### src/rtl/reg_port_arbiter.sv
// rtl/reg_port_arbiter.sv - round-robin sequencer sharing the register-file side port
// Optional range check: define REG_ARB_RANGE_CHECK_EN.
module reg_port_arbiter #(
    parameter int NUM_REQ             = 4,
    parameter int DATA_WIDTH          = 32,
    parameter int NUMBER_OF_REGISTERS = 6
) (
    input  logic                          S_AXI_ACLK,
    input  logic                          S_AXI_ARESETN,
    input  logic [NUM_REQ-1:0]            req,
    input  logic [NUM_REQ-1:0]            req_write,
    input  logic [NUM_REQ*8-1:0]          req_number,
    input  logic [NUM_REQ*DATA_WIDTH-1:0] req_wdata,
    output logic [NUM_REQ-1:0]            grant,
    output logic [NUM_REQ-1:0]            done,
    output logic [NUM_REQ-1:0]            err,
    output logic [DATA_WIDTH-1:0]         rdata,
    output logic                          busy,
    output logic [1:0]                    register_operation,
    output logic [7:0]                    register_number,
    output logic [DATA_WIDTH-1:0]         register_write,
    input  logic [DATA_WIDTH-1:0]         register_read
);

    localparam int IDX_W = (NUM_REQ > 1) ? $clog2(NUM_REQ) : 1;

    typedef enum logic [2:0] {
        S_IDLE     = 3'd0,
        S_ISSUE    = 3'd1,
        S_CAPTURE  = 3'd2,
`ifdef REG_ARB_RANGE_CHECK_EN
        S_COMPLETE = 3'd3,
        S_REJECT   = 3'd4
`else
        S_COMPLETE = 3'd3
`endif
    } state_t;

    state_t                  state;
    state_t                  state_next;
    logic [IDX_W-1:0]        last_grant;
    logic                    lat_write;

    logic                    found;
    logic [IDX_W-1:0]        cand;
    logic [IDX_W-1:0]        sel_idx;
    logic [NUM_REQ-1:0]      sel_onehot;
    logic                    sel_write;
    logic [7:0]              sel_num;
    logic [DATA_WIDTH-1:0]   sel_wdata;
    logic                    sel_bad;

    // Search upward from the slot after the last owner, wrapping.
    always_comb begin
        found      = 1'b0;
        cand       = '0;
        sel_idx    = '0;
        sel_onehot = '0;
        sel_write  = 1'b0;
        sel_num    = '0;
        sel_wdata  = '0;
        for (int k = 1; k <= NUM_REQ; k++) begin
            cand = IDX_W'((int'(last_grant) + k) % NUM_REQ);
            if (!found && req[cand]) begin
                found   = 1'b1;
                sel_idx = cand;
            end
        end
        for (int i = 0; i < NUM_REQ; i++) begin
            if (sel_idx == IDX_W'(i)) begin
                sel_onehot[i] = 1'b1;
                sel_write     = req_write[i];
                sel_num       = req_number[8*i +: 8];
                sel_wdata     = req_wdata[DATA_WIDTH*i +: DATA_WIDTH];
            end
        end
`ifdef REG_ARB_RANGE_CHECK_EN
        sel_bad = (sel_num >= 8'(NUMBER_OF_REGISTERS));
`else
        sel_bad = 1'b0;
`endif
    end

    always_ff @(posedge S_AXI_ACLK or negedge S_AXI_ARESETN) begin
        if (!S_AXI_ARESETN) begin
            state <= S_IDLE;
        end else begin
            state <= state_next;
        end
    end

    always_comb begin
        state_next = state;
        case (state)
            S_IDLE: begin
                if (found) begin
`ifdef REG_ARB_RANGE_CHECK_EN
                    state_next = sel_bad ? S_REJECT : S_ISSUE;
`else
                    state_next = S_ISSUE;
`endif
                end
            end
            S_ISSUE:    state_next = S_CAPTURE;
            S_CAPTURE:  state_next = S_COMPLETE;
            S_COMPLETE: state_next = S_IDLE;
`ifdef REG_ARB_RANGE_CHECK_EN
            S_REJECT:   state_next = S_IDLE;
`endif
            default:    state_next = S_IDLE;
        endcase
    end

    // Outputs are registered on the edge that enters each state.
    always_ff @(posedge S_AXI_ACLK or negedge S_AXI_ARESETN) begin
        if (!S_AXI_ARESETN) begin
            grant              <= '0;
            done               <= '0;
            rdata              <= '0;
            busy               <= 1'b0;
            register_operation <= 2'd0;
            register_number    <= '0;
            register_write     <= '0;
            last_grant         <= IDX_W'(NUM_REQ - 1);
            lat_write          <= 1'b0;
        end else begin
            case (state)
                S_IDLE: begin
                    done               <= '0;
                    register_operation <= 2'd0;
                    if (found) begin
                        grant           <= sel_onehot;
                        busy            <= 1'b1;
                        last_grant      <= sel_idx;
                        lat_write       <= sel_write;
                        register_number <= sel_num;
                        register_write  <= sel_wdata;
                        if (sel_bad) begin
                            done <= sel_onehot;
                        end else begin
                            register_operation <= sel_write ? 2'd2 : 2'd1;
                        end
                    end
                end
                S_ISSUE: begin
                    register_operation <= 2'd0;
                end
                S_CAPTURE: begin
                    if (!lat_write) begin
                        rdata <= register_read;
                    end
                    register_operation <= 2'd3;
                    done               <= grant;
                end
                default: begin
                    register_operation <= 2'd0;
                    done               <= '0;
                    grant              <= '0;
                    busy               <= 1'b0;
                end
            endcase
        end
    end

`ifdef REG_ARB_RANGE_CHECK_EN
    always_ff @(posedge S_AXI_ACLK or negedge S_AXI_ARESETN) begin
        if (!S_AXI_ARESETN) begin
            err <= '0;
        end else if (state == S_IDLE && found && sel_bad) begin
            err <= sel_onehot;
        end else begin
            err <= '0;
        end
    end
`else
    assign err = '0;
`endif

endmodule

### config.mk
export PLATFORM = sky130hd
export DESIGN_NAME = reg_port_arbiter
export DESIGN_NICKNAME = d
export VERILOG_FILES = /design/src/rtl/reg_port_arbiter.sv
export SDC_FILE = /design/constraint.sdc
export NUM_CORES = 1
export LEC_CHECK = 0
export ABC_AREA = 1
export CORE_UTILIZATION = 35
export DETAILED_ROUTE_END_ITERATION = 8
export PLACE_DENSITY = 0.77
export SLEW_MARGIN = 40
export SYNTH_ARGS = -nofsm -noshare
export SYNTH_HDL_FRONTEND = slang
export SYNTH_SLANG_ARGS = --single-unit
export TNS_END_PERCENT = 20
### constraint.sdc
create_clock -name S_AXI_ACLK -period 1.8 [get_ports S_AXI_ACLK]
set_input_delay 0.36 -clock S_AXI_ACLK [delete_from_list [all_inputs] [get_ports S_AXI_ACLK]]
set_output_delay 0.36 -clock S_AXI_ACLK [all_outputs]
set_load 0.02 [all_outputs]
==> PnR_summary.wiki, run 1 <==
{| class="wikitable"
! Metric !! Value
|-
| Average instance area after synthesis || 7.70 sq um
|-
| Part of the power in the clock network || 9.9%
|-
| R2R setup slack || -0.48 ns
|-
| Leakage power total || 0.00416 uW
|-
| Number of unique standard cell types used by synthesis || 30
|-
| Post-detailed-route count of antenna-violating nets || 0
|-
| Post-layout min period || 2.28 ns
|-
| Area of the die || 14700 sq um
|-
| Placer congestion estimate || approximately 0.90
|-
| Violations in the final reports || setup timing
|-
| Via count of the first global-routing pass || approximately 5500
|-
| Worst Setup Path Type || reg2reg
|-
| Number of buffers on the longest clock path || 2
|-
| Per-cell via count in the routed design || roughly 5
|-
| Width of the chip || approximately 120 um
|-
| Floorplan row count || between 40 and 50
|-
| Period Utilization, post-route || 126%
|-
| Post-synth top area cell || dfrtp_1
|-
| Fraction of layout cells with a size suffix above 1 || between 10% and 20%
|-
| Maximum clock frequency || around 440 MHz
|-
| WHS || approximately 0.48 ns
|-
| Number of enable flip-flop cells after synthesis || 0
|-
| Cells along the critical path || inv_4, nand2_1, nand2_2, nand2_4, nand2_4, nand2_2, inv_1, a21oi_2, nand3_2, buf_6, nor2_4, buf_12, clkbuf_16, nand2_1, nand3_1, nand2_1, nand2_1
|-
| Worst reg2reg startpoint || last_grant[1]
|-
| Total number of H-tree levels || 3
|-
| DR DRC count || 0
|-
| Relative contribution of combinational cells to total power || 72.0%
|-
| End of the worst hold path || lat_write
|-
| Global route overflow || 0
|-
| Share of flip-flops with an asynchronous set or reset after synthesis || 100%
|-
| Largest vdd supply drop || 0.00118 V
|-
| Clock Pin Slew Worst Setup and Hold Paths || approximately 0.07 ns
|-
| Initial Utilization || around 36%
|-
| Critical register-to-register path endpoint || register_write[6]
|-
| Latest clock arrival within the worst-skew pair || ~0.34 ns
|-
| Crit path max-delay cell type || dfstp_2
|-
| Overall routed net length || between 15 and 20 mm
|-
| Critical Path End Type || flip-flop
|-
| All-Layer GR Usage || 25.4%
|-
| Cell with the most instances on the worst path || nand2_1
|-
| TritonCTS buffer count || 9
|-
| Detailed-route via count || ~5600
|-
| Outcome || finished, violations left
|-
| Area Overhead vs Synth || 78.3%
|-
| Top post-synthesis cells by area || dfrtp_1 (43%), nand2_1 (19%), nand3_1 (6.3%)
|-
| Unrepaired setup endpoints after global routing || true
|-
| Gate Count Post-Synth || approximately 640
|-
| Internal cell power || between 10000 and 15000 uW
|-
| Final core area utilization || a little under two thirds
|-
| Clock tree from TritonCTS || built
|-
| Top cells by count, synth || nand2_1 (255), dfrtp_1 (86), nand3_1 (62)
|-
| Half-perimeter wire length after detailed placement || about 14 mm
|-
| Vert. Die Dim || about 120 um
|-
| Critical-path maximum fanout || 7
|-
| Register-to-Register Path Depth || 17
|-
| Total of buffers placed on input and output ports || around 280
|-
| Largest net degree at the start of global routing || 44
|-
| Final number of hold-violating endpoints || 0
|-
| Core Box Area || about 14000 sq um
|-
| Timing startpoint of the critical path || last_grant[1]
|-
| Crit start category || flip-flop
|-
| Top-Level Pins || between 200 and 300
|-
| Net switching fraction of the power || 47.0%
|-
| Number of endpoints failing setup at the final stage || 52
|-
| Max incr delay on CP || 0.62 ns
|-
| Count of maximum capacitance violations || 0
|-
| Hold/Removal Path Class || reg2reg
|-
| Final setup margin || -0.476 ns
|-
| Switching component of the power || between 9000 and 10000 uW
|-
| CP Data Required Time || ~2.1 ns
|-
| Sequential power share || 18.1%
|-
| Antenna violations before repair || 0
|-
| Total power per unit cell area || roughly 2200 nW/um^2
|-
| Arrival time at the worst endpoint || ~2.6 ns
|-
| Hold path start || lat_write
|-
| Detailed router's first-iteration violation count || approximately 290
|-
| Most numerous cell in the Yosys netlist || nand2_1
|-
| CTS root buffer || clkbuf_16
|-
| Total iterations of the first detailed-routing run || 5
|-
| Mean routed wirelength per cell || 17.0 um
|-
| Proportion of netlist area held by the largest area contributor || a little over two fifths
|-
| Synth Warn # || 0
|-
| Netlist Area Pre-Place || roughly 5000 sq um
|-
| Diode count || 0
|-
| Sequential element share of the synthesized area || 44.4%
|-
| Most instantiated flip-flop cell in the synthesis netlist || dfrtp_1
|-
| Seq cells post-synth || 88
|-
| Pins Over Slew Limit || 0
|-
| First-pass GRT wire length || ~28 mm
|-
| Clock tree skew after final layout || between 0.005 and 0.006 ns
|-
| Sum of negative setup slack || -18.36 ns
|-
| Post-layout net count || between 1000 and 1500
|-
| CTS sink count || 88
|-
| Number of cells on the worst hold path || 2
|}
sequential cells by signal, indices dropped and copies added (netlist names):
name                count
grant                   4
register_operation      2
last_grant              2
done                    4
register_write         32
busy                    1
lat_write               1
state                   2
register_number         8
rdata                  32
worst max path at each step:
| stage | endpoint | slack [ns] | cells after the start |
|---|---|---|---|
| floorplan | register_write[11] | -0.12 | 16 |
| global placement | register_write[27] | -0.55 | 15 |
| detailed placement | register_write[27] | -0.61 | 15 |
| CTS | register_write[27] | -0.39 | 15 |
| global route | register_write[6] | -0.61 | 17 |
| finish | register_write[6] | -0.48 | 17 |
critical path: cells and delay by family (launching register included):
family	cells	cell delay (ns)
AO/OA/AOI/OAI	1	0.11
AND/OR/NAND/NOR	11	0.90
flip-flops	1	0.62
buffers and inverters	5	0.58
layout make-up:
cell class | count | area [sq um]
repair buffers | 334 | 3440
fillers | 1179 | 4980
clock buffers | 9 | 225
multi-input cells | 467 | 2480
well taps | 180 | 225
clock inverters | 7 | 77.6
inverters | 50 | 193
flip-flops and latches | 88 | 2200
power groups by stage:
| stage | logic [uW] | clock network, uW | registers (uW) |
|---|---|---|---|
| after floorplan | 6480 | 0 | 4520 |
| after global placement | 12300 | 0 | 3510 |
| after detailed placement | 12500 | 0 | 3550 |
| after CTS | 12900 | 1990 | 3540 |
| after global routing | 15300 | 2070 | 3640 |
| final | 14100 | 1940 | 3540 |
routing by layer:
layer	vias to the layer above	track usage, %	routed length [um]
met1	2637	29.6	7360
li1	2698	-	-
met3	26	6.81	1890
met5	-	0	0
met4	0	8.64	388
met2	286	44.7	9610
placed cells by master, fill, tap and decap left out, types with 14 or more instances in the layout:
master | netlist | final
o21ai_1 | 57 | 51
nand2_1 | 255 | 236
nand4_1 | 22 | 22
buf_4 | 9 | 30
dfrtp_1 | 86 | 86
nand3_1 | 62 | 59
inv_1 | 45 | 43
mux2_2 | 14 | 14
clkdlybuf4s50_1 | 0 | 283
nand2_2 | 4 | 18
mux2_1 | 18 | 18
metrics by stage:
step                      instances  worst slack (ns)  power [uW]  area (sq um)
final                          1135            -0.476       19600          8850
after global routing           1135            -0.609       21000          8850
after CTS                      1128            -0.394       18500          8620
after detailed placement       1111            -0.610       16100          8210
after global placement         1111            -0.551       15800          8210
after floorplan                 647            -0.120       11000          4980
cell families (layout without fill, tap and decap cells):
family	after synthesis	in the layout	synth area share (%)
AO/OA/AOI/OAI	71	71	7.49
adder cells (fa/ha/maj)	4	4	1.01
buffers and inverters	92	400	9.23
flip-flops	88	88	44.4
multiplexers	32	32	7.26
other	1	4	0.0756
AND/OR/NAND/NOR	356	356	30.5
what timing repair did:
action | in CTS | in global routing
hold endpoints to repair | 29 | 0
gates resized for setup | 25 | 38
pin swaps | 3 | 8
endpoints found under the setup margin | 52 | 52
hold buffers | 1 | 0
setup buffers | 0 | 4
cloned | 0 | 3
No activity file was read; power rests on OpenSTA's default activity.
==> inputs of run 2 (changes only) <==
--- a/config.mk
+++ b/config.mk
@@ -6,9 +6,10 @@
 export NUM_CORES = 1
 export LEC_CHECK = 0
 export ABC_AREA = 1
-export CORE_UTILIZATION = 35
+export CORE_UTILIZATION = 36
+export CTS_BUF_LIST = sky130_fd_sc_hd__clkbuf_4 sky130_fd_sc_hd__clkbuf_8
 export DETAILED_ROUTE_END_ITERATION = 8
-export PLACE_DENSITY = 0.77
+export PLACE_DENSITY = 0.79
 export SLEW_MARGIN = 40
 export SYNTH_ARGS = -nofsm -noshare
 export SYNTH_HDL_FRONTEND = slang
==> run 2 against run 1 <==
The run ends with hold timing, setup timing left. Critical path depth down 2. Register-to-register slack about the same. Final area down 0.62%. Clock power down 30%. Routed wire length down 1.3%. Flip-flop and latch count unchanged. Count of clock-buffer cells in the layout unchanged. Setup slack worse by 0.0034 ns. Utilization up 1.9 points. Worst hold slack worse by 0.49 ns. Clock skew up 0.0076 ns. Largest cell class unchanged.
==> PnR_summary.wiki, run 2 (synthesis results as in run 1) <==
{| class="wikitable"
! Metric !! Value
|-
| Outcome || finished, violations left (unchanged)
|-
| Violations in the final reports || hold timing, setup timing (was setup timing)
|-
| WHS || -0.00755 ns (was 0.478 ns)
|-
| Cell with the most instances on the worst path || nand2_4 (was nand2_1)
|-
| Part of the power in the clock network || 7.1% (was 9.9%)
|-
| Leakage power total || 0.00417 uW (was 0.00416 uW)
|-
| Final number of hold-violating endpoints || 1 (was 0)
|-
| Per-cell via count in the routed design || 4.95 (was 4.98)
|-
| Hold buffers post-CTS || 0 (was 1)
|-
| TritonCTS buffer count || 9 (unchanged)
|-
| Post-layout net count || 1159 (was 1156)
|-
| Layout Cells excl Fill || 1134 (was 1135)
|-
| Critical-path maximum fanout || 21 (was 7)
|-
| Number of buffers on the longest clock path || 2 (unchanged)
|-
| First-pass GRT wire length || 28.9 mm (was 28.3 mm)
|-
| Number of endpoints failing setup at the final stage || 52 (unchanged)
|-
| Internal cell power || 9860 uW (was 10400 uW)
|-
| Worst reg2reg startpoint || last_grant[0] (was last_grant[1])
|-
| Diode count || 0 (unchanged)
|-
| Period Utilization, post-route || 127% (was 126%)
|-
| Detailed-route via count || 5615 (was 5647)
|-
| Unrepaired setup endpoints after global routing || true (unchanged)
|-
| CP Data Required Time || 2.08 ns (about the same)
|-
| Clock tree skew after final layout || 0.0129 ns (was 0.00533 ns)
|-
| Post-layout min period || 2.28 ns (about the same)
|-
| Critical Path End Type || flip-flop (unchanged)
|-
| Cells along the critical path || inv_4, nand2_2, nand2_2, nand2_4, nand2_4, nor2_4, nand4_1, nand3_4, buf_4, nand2_4, buf_12, o21ai_2, inv_1, nand2_1, nand2_1 (was inv_4, nand2_1, nand2_2, nand2_4, nand2_4, nand2_2, inv_1, a21oi_2, nand3_2, buf_6, nor2_4, buf_12, clkbuf_16, nand2_1, nand3_1, nand2_1, nand2_1)
|-
| Net switching fraction of the power || 48.5% (was 47.0%)
|-
| DR DRC count || 0 (unchanged)
|-
| Top-Level Pins || 289 (unchanged)
|-
| Half-perimeter wire length after detailed placement || 13.9 mm (was 14.1 mm)
|-
| Arrival time at the worst endpoint || 2.56 ns (about the same)
|-
| Commonest cells after routing, fill and taps aside || clkdlybuf4s50_1 (278), nand2_1 (234), dfrtp_1 (86) (was clkdlybuf4s50_1 (283), nand2_1 (236), dfrtp_1 (86))
|-
| Maximum clock frequency || 439 MHz (about the same)
|-
| Detailed router's first-iteration violation count || 231 (was 285)
|-
| Area of the die || 14300 sq um (was 14700 sq um)
|-
| Relative contribution of combinational cells to total power || 74.6% (was 72.0%)
|-
| Latest clock arrival within the worst-skew pair || 0.38 ns (was 0.34 ns)
|-
| Overall routed net length || 19.0 mm (was 19.2 mm)
|-
| Sum of negative setup slack || -20.89 ns (was -18.36 ns)
|-
| Largest net degree at the start of global routing || 89 (was 44)
|-
| Register-to-Register Path Depth || 15 (was 17)
|-
| Mean routed wirelength per cell || 16.7 um (was 17.0 um)
|-
| Worst slew pin tran || around 0.52 ns
|-
| Area Overhead vs Synth || 77.2% (was 78.3%)
|-
| Total number of H-tree levels || 3 (unchanged)
|-
| CTS sink count || 88 (unchanged)
|-
| Critical register-to-register path endpoint || register_write[26] (was register_write[6])
|-
| Final setup margin || -0.479 ns (was -0.476 ns)
|-
| Max incr delay on CP || 0.63 ns (was 0.62 ns)
|-
| Switching component of the power || 9290 uW (was 9200 uW)
|-
| Sequential power share || 18.3% (was 18.1%)
|-
| Worst Setup Path Type || reg2reg (unchanged)
|-
| CTS root buffer || clkbuf_8 (was clkbuf_16)
|-
| Placer congestion estimate || 0.870 (was 0.904)
|-
| Post-detailed-route count of antenna-violating nets || 0 (unchanged)
|-
| Clock tree from TritonCTS || built (unchanged)
|-
| Via count of the first global-routing pass || 5573 (was 5494)
|-
| Hold/Removal Path Class || in2async (was reg2reg)
|-
| Fraction of layout cells with a size suffix above 1 || 15.9% (was 14.6%)
|-
| Crit path max-delay cell type || dfstp_2 (unchanged)
|-
| Antenna violations before repair || 0 (unchanged)
|-
| Crit start category || flip-flop (unchanged)
|-
| Count of maximum capacitance violations || 0 (unchanged)
|-
| Clock Pin Slew Worst Setup and Hold Paths || 0.11 ns (was 0.07 ns)
|-
| All-Layer GR Usage || 26.5% (was 25.4%)
|-
| Core Box Area || 13300 sq um (was 13800 sq um)
|-
| Pins Over Slew Limit || 0 (unchanged)
|-
| Commonest non-fill, non-tap cell in the layout || clkdlybuf4s50_1 (unchanged)
|-
| Width of the chip || 119 um (was 121 um)
|-
| Largest vdd supply drop || 0.00125 V (was 0.00118 V)
|-
| R2R setup slack || -0.48 ns (about the same)
|-
| Vert. Die Dim || 119 um (was 121 um)
|-
| Floorplan row count || 42 (was 43)
|-
| Global route overflow || 0 (unchanged)
|-
| Total iterations of the first detailed-routing run || 4 (was 5)
|-
| Total power per unit cell area || 2180 nW/um^2 (was 2210 nW/um^2)
|-
| Max_slew headroom || approximately two thirds
|-
| Number of placed cells counting well taps || 1105 (was 1111)
|-
| Total of buffers placed on input and output ports || 284 (unchanged)
|-
| Leading registers by flop count || rdata: 32 flops, register_write: 32 flops, register_number: 8 flops (unchanged)
|-
| Initial Utilization || 37.2% (was 35.9%)
|}
run 2: cell count changes in the layout (fill, tap and decap cells not counted), moves of 4 or more:
cell	before	now
buf_6	4	10
clkbuf_16	11	1
clkbuf_8	0	9
clkdlybuf4s50_1	283	278
dlymetal6s2s_1	0	4
o21ai_1	51	42
o21ai_2	9	17
run 2: worst max-delay path: cells and delay by family (launching register included):
| family | cells | cell delay [ns] |
|---|---|---|
| and+or+nand+nor | 10 | 0.98 |
| buffers and inverters | 4 | 0.43 |
| AOI/OAI and AO/OA | 1 | 0.13 |
| DFF | 1 | 0.63 |
run 2: routing by layer:
metal	vias up	GRT usage, %	share of wire, %
met1	2622	29.9	38
met4	0	10.2	2.7
met2	269	48.0	51
met5	-	0	0
li1	2687	-	-
met3	37	6.27	8.1
run 2: how the worst max path moves through the flow:
stage | slack, ns | cells after the start | startpoint | end
floorplan | -0.12 | 16 | last_grant[1] | register_write[11]
global placement | -0.57 | 15 | req[0] | register_number[7]
detailed placement | -0.64 | 13 | req[0] | register_write[17]
CTS | -0.45 | 15 | last_grant[0] | register_write[17]
global route | -0.63 | 15 | last_grant[0] | register_write[15]
finish | -0.48 | 15 | last_grant[0] | register_write[26]
run 2: per-stage QoR:
step	cell area [sq um]	utilization, %	power (uW)	hold WS (ns)	worst slack (ns)
floorplan	4980	-	11000	0.0644	-0.120
CTS	8620	64.6	18600	0.0306	-0.447
global route	8790	65.9	20600	0.0553	-0.632
detailed placement	8180	61.3	16000	0.444	-0.645
global placement	8180	61.3	15800	0.436	-0.573
finish	8790	65.9	19200	-0.00755	-0.479
run 2: power groups by stage:
stage                     registers (uW)  clock network [uW]  logic, uW
final                               3510                1360      14300
after global routing                3620                1490      15500
after CTS                           3520                1390      13700
after detailed placement            3540                   0      12500
after global placement              3510                   0      12300
after floorplan                     4520                   0       6480
run 2: cell type report:
| type | count | area, sq um |
|---|---|---|
| clock buffers | 9 | 124 |
| well taps | 176 | 220 |
| multi-input cells | 467 | 2540 |
| fillers | 1124 | 4560 |
| repair buffers | 337 | 3450 |
| flip-flops and latches | 88 | 2200 |
| clock inverters | 7 | 63.8 |
| inverters | 50 | 195 |
run 2: repair_timing:
item,4_1_cts,5_1_grt
setup buffers,9,5
gates cloned,1,1
endpoints found under the setup margin,53,56
resized for setup,49,40
pin swaps,12,12
==> inputs of run 3 (changes only) <==
--- a/config.mk
+++ b/config.mk
@@ -8,8 +8,9 @@
 export ABC_AREA = 1
 export CORE_UTILIZATION = 36
 export CTS_BUF_LIST = sky130_fd_sc_hd__clkbuf_4 sky130_fd_sc_hd__clkbuf_8
+export CTS_CLUSTER_SIZE = 24
 export DETAILED_ROUTE_END_ITERATION = 8
-export PLACE_DENSITY = 0.79
+export PLACE_DENSITY = 0.83
 export SLEW_MARGIN = 40
 export SYNTH_ARGS = -nofsm -noshare
 export SYNTH_HDL_FRONTEND = slang
==> run 3 against run 2 <==
The run ends with setup timing left. Non-clock buffer count up 7. Utilization up 0.31 points. Largest cell class unchanged. Clock power about the same. Critical path depth unchanged. Worst hold slack better by 0.45 ns. Final area up 0.47%. Routed wire length up 1.3%. Highest routed layer unchanged.
==> PnR_summary.wiki, run 3 (synthesis results as in run 1) <==
{| class="wikitable"
! Metric !! Value
|-
| Crit path max-delay cell type || dfstp_2 (unchanged)
|-
| Register-to-Register Path Depth || 15 (unchanged)
|-
| Critical register-to-register path endpoint || register_write[16] (was register_write[26])
|-
| CTS root buffer || clkbuf_8 (unchanged)
|-
| CP Data Required Time || 2.10 ns (was 2.08 ns)
|-
| Number of placed cells counting well taps || 1107 (was 1105)
|-
| Antenna violations before repair || 1 (was 0)
|-
| Buf+Inv Stages, Crit Path || 3 (was 4)
|-
| Commonest cells after routing, fill and taps aside || clkdlybuf4s50_1 (281), nand2_1 (227), dfrtp_1 (86) (was clkdlybuf4s50_1 (278), nand2_1 (234), dfrtp_1 (86))
|-
| Worst reg2reg startpoint || last_grant[0] (unchanged)
|-
| Total of buffers placed on input and output ports || 284 (unchanged)
|-
| Final number of hold-violating endpoints || 0 (was 1)
|-
| Post-layout net count || 1166 (was 1159)
|-
| TritonCTS buffer count || 9 (unchanged)
|-
| Relative contribution of combinational cells to total power || 75.0% (was 74.6%)
|-
| Final setup margin || -0.521 ns (was -0.479 ns)
|-
| Mean routed wirelength per cell || 16.9 um (was 16.7 um)
|-
| Part of the power in the clock network || 7.1% (about the same)
|-
| Worst Setup Path Type || reg2reg (unchanged)
|-
| Layout Cells excl Fill || 1141 (was 1134)
|-
| Gate family responsible for the most delay along the worst path || simple AND/OR/NAND/NOR gates (unchanged)
|-
| Number of endpoints failing setup at the final stage || 52 (unchanged)
|-
| Critical Path End Type || flip-flop (unchanged)
|-
| Leakage power total || 0.00420 uW (was 0.00417 uW)
|-
| Half-perimeter wire length after detailed placement || 14.1 mm (was 13.9 mm)
|-
| Latest clock arrival within the worst-skew pair || 0.37 ns (was 0.38 ns)
|-
| Post-detailed-route count of antenna-violating nets || 0 (unchanged)
|-
| Hold/Removal Path Class || in2async (unchanged)
|-
| Max incr delay on CP || 0.60 ns (was 0.63 ns)
|-
| Width of the chip || 119 um (unchanged)
|-
| Total power per unit cell area || 2220 nW/um^2 (was 2180 nW/um^2)
|-
| Period Utilization, post-route || 129% (was 127%)
|-
| Overall routed net length || 19.2 mm (was 19.0 mm)
|-
| Cells along the critical path || buf_12, nand2_2, nand2_2, nand2_2, nand2_4, nor2_2, a21oi_2, nand3_4, buf_6, nor2_4, bufbuf_16, nand2_1, nand3_1, nand2_1, nand2_1 (was inv_4, nand2_2, nand2_2, nand2_4, nand2_4, nor2_4, nand4_1, nand3_4, buf_4, nand2_4, buf_12, o21ai_2, inv_1, nand2_1, nand2_1)
|-
| Count of maximum capacitance violations || 0 (unchanged)
|-
| Floorplan row count || 42 (unchanged)
|-
| Global route overflow || 0 (unchanged)
|-
| Unrepaired setup endpoints after global routing || true (unchanged)
|-
| CTS sink count || 88 (unchanged)
|-
| Initial Utilization || 37.2% (unchanged)
|-
| WHS || 0.443 ns (was -0.00755 ns)
|-
| Sequential power share || 17.9% (was 18.3%)
|-
| Per-cell via count in the routed design || 5.05 (was 4.95)
|-
| Core Box Area || 13300 sq um (unchanged)
|-
| Detailed-route via count || 5762 (was 5615)
|-
| Outcome || finished, violations left (unchanged)
|-
| Crit start category || flip-flop (unchanged)
|-
| Fraction of layout cells with a size suffix above 1 || 15.4% (was 15.9%)
|-
| Via count of the first global-routing pass || 5646 (was 5573)
|-
| Area Overhead vs Synth || 78.0% (was 77.2%)
|-
| First-pass GRT wire length || 29.2 mm (was 28.9 mm)
|-
| Number of buffers on the longest clock path || 2 (unchanged)
|-
| Largest net degree at the start of global routing || 51 (was 89)
|-
| DR DRC count || 0 (unchanged)
|-
| Leading registers by flop count || rdata: 32 flops, register_write: 32 flops, register_number: 8 flops (unchanged)
|-
| Net switching fraction of the power || 47.3% (was 48.5%)
|-
| Top-Level Pins || 289 (unchanged)
|-
| Clock tree skew after final layout || 0.0136 ns (was 0.0129 ns)
|-
| Post-layout min period || 2.32 ns (was 2.28 ns)
|-
| Total number of H-tree levels || 3 (unchanged)
|-
| Arrival time at the worst endpoint || 2.62 ns (was 2.56 ns)
|-
| Maximum clock frequency || 431 MHz (was 439 MHz)
|-
| Filler cell count in the final layout || 1102 (was 1124)
|-
| Switching component of the power || 9290 uW (about the same)
|-
| Clock Pin Slew Worst Setup and Hold Paths || 0.10 ns (was 0.11 ns)
|-
| Largest vdd supply drop || 0.00150 V (was 0.00125 V)
|-
| Clock tree from TritonCTS || built (unchanged)
|-
| Area of the die || 14300 sq um (unchanged)
|-
| All-Layer GR Usage || 27.0% (was 26.5%)
|-
| Placer congestion estimate || 0.852 (was 0.870)
|-
| Commonest non-fill, non-tap cell in the layout || clkdlybuf4s50_1 (unchanged)
|-
| R2R setup slack || -0.52 ns (was -0.48 ns)
|-
| Violations in the final reports || setup timing (was hold timing, setup timing)
|-
| Final core area utilization || 66.2% (was 65.9%)
|-
| Detailed router's first-iteration violation count || 255 (was 231)
|-
| Internal cell power || 10300 uW (was 9860 uW)
|-
| Total stage count of the critical path || 15 (unchanged)
|-
| Pins Over Slew Limit || 0 (unchanged)
|-
| Vert. Die Dim || 119 um (unchanged)
|-
| Critical-path maximum fanout || 7 (was 21)
|-
| Total iterations of the first detailed-routing run || 6 (was 4)
|}
-- run 3: changes by cell type in the layout (fill, tap and decap cells not counted), moves of 5 or more --
cell	before	now
o21ai_1	42	58
o21ai_2	17	1
nand2_1	234	227
buf_6	10	2
nand2_2	20	25
buf_4	31	41
-- run 3: worst max-delay path by stage --
stage	startpoint	endpoint	slack (ns)
floorplan	last_grant[1]	register_write[11]	-0.12
global placement	req[0]	register_number[7]	-0.62
detailed placement	req[0]	register_number[7]	-0.66
CTS	last_grant[0]	register_number[2]	-0.46
global route	last_grant[0]	register_write[12]	-0.65
finish	last_grant[0]	register_write[16]	-0.52
-- run 3: what timing repair did --
action | CTS | global route
gates cloned | 2 | 1
pin swaps | 3 | 12
endpoints found under the setup margin | 53 | 53
gates resized for setup | 23 | 39
setup buffers | 10 | 4
endpoints found under the hold margin | 19 | 0
hold buffers | 1 | 0
-- run 3: area by class of cell --
type	instances	area [sq um]	share of cell area [%]
sequential	88	2200	25.0
antenna	1	2.50	0.0283
clock buffer	10	131	1.49
clock inverter	5	58.8	0.666
inverter	50	195	2.21
multi-input combinational	467	2490	28.2
timing repair buffer	344	3530	40.0
tap	176	220	2.49
-- run 3: power groups by stage --
stage          Sequential (uW)  Clock (uW)  Combinational [uW]
2_1_floorplan             4520           0                6480
3_3_place_gp              3500           0               12400
3_5_place_dp              3540           0               12700
4_1_cts                   3520        1420               13900
5_1_grt                   3630        1490               15900
6_report                  3520        1390               14700
-- run 3: worst reg2reg max path, stage by stage (launching register included) --
cell       delay [ns]
dfstp_2          0.60
buf_12           0.13
nand2_2          0.05
nand2_2          0.10
nand2_2          0.09
nand2_4          0.09
nor2_2           0.05
a21oi_2          0.18
nand3_4          0.12
buf_6            0.14
nor2_4           0.19
bufbuf_16        0.31
nand2_1          0.06
nand3_1          0.07
nand2_1          0.05
nand2_1          0.05
-- run 3: per-layer routing --
layer / track usage, % / wire (um)
met4: 10.7 / 516
met1: 30.6 / 7310
met5: 0 / 0
met3: 6.51 / 1670
met2: 48.7 / 9740
-- run 3: stage by stage --
step                      setup WS, ns  total power (uW)  TNS, ns  area, sq um
after floorplan                 -0.120             11000    -6.30         4980
after global placement          -0.624             15900   -27.23         8220
after detailed placement        -0.665             16300   -29.67         8220
after CTS                       -0.459             18900   -20.08         8640
after global routing            -0.651             21000   -28.39         8830
final                           -0.521             19600   -22.51         8830
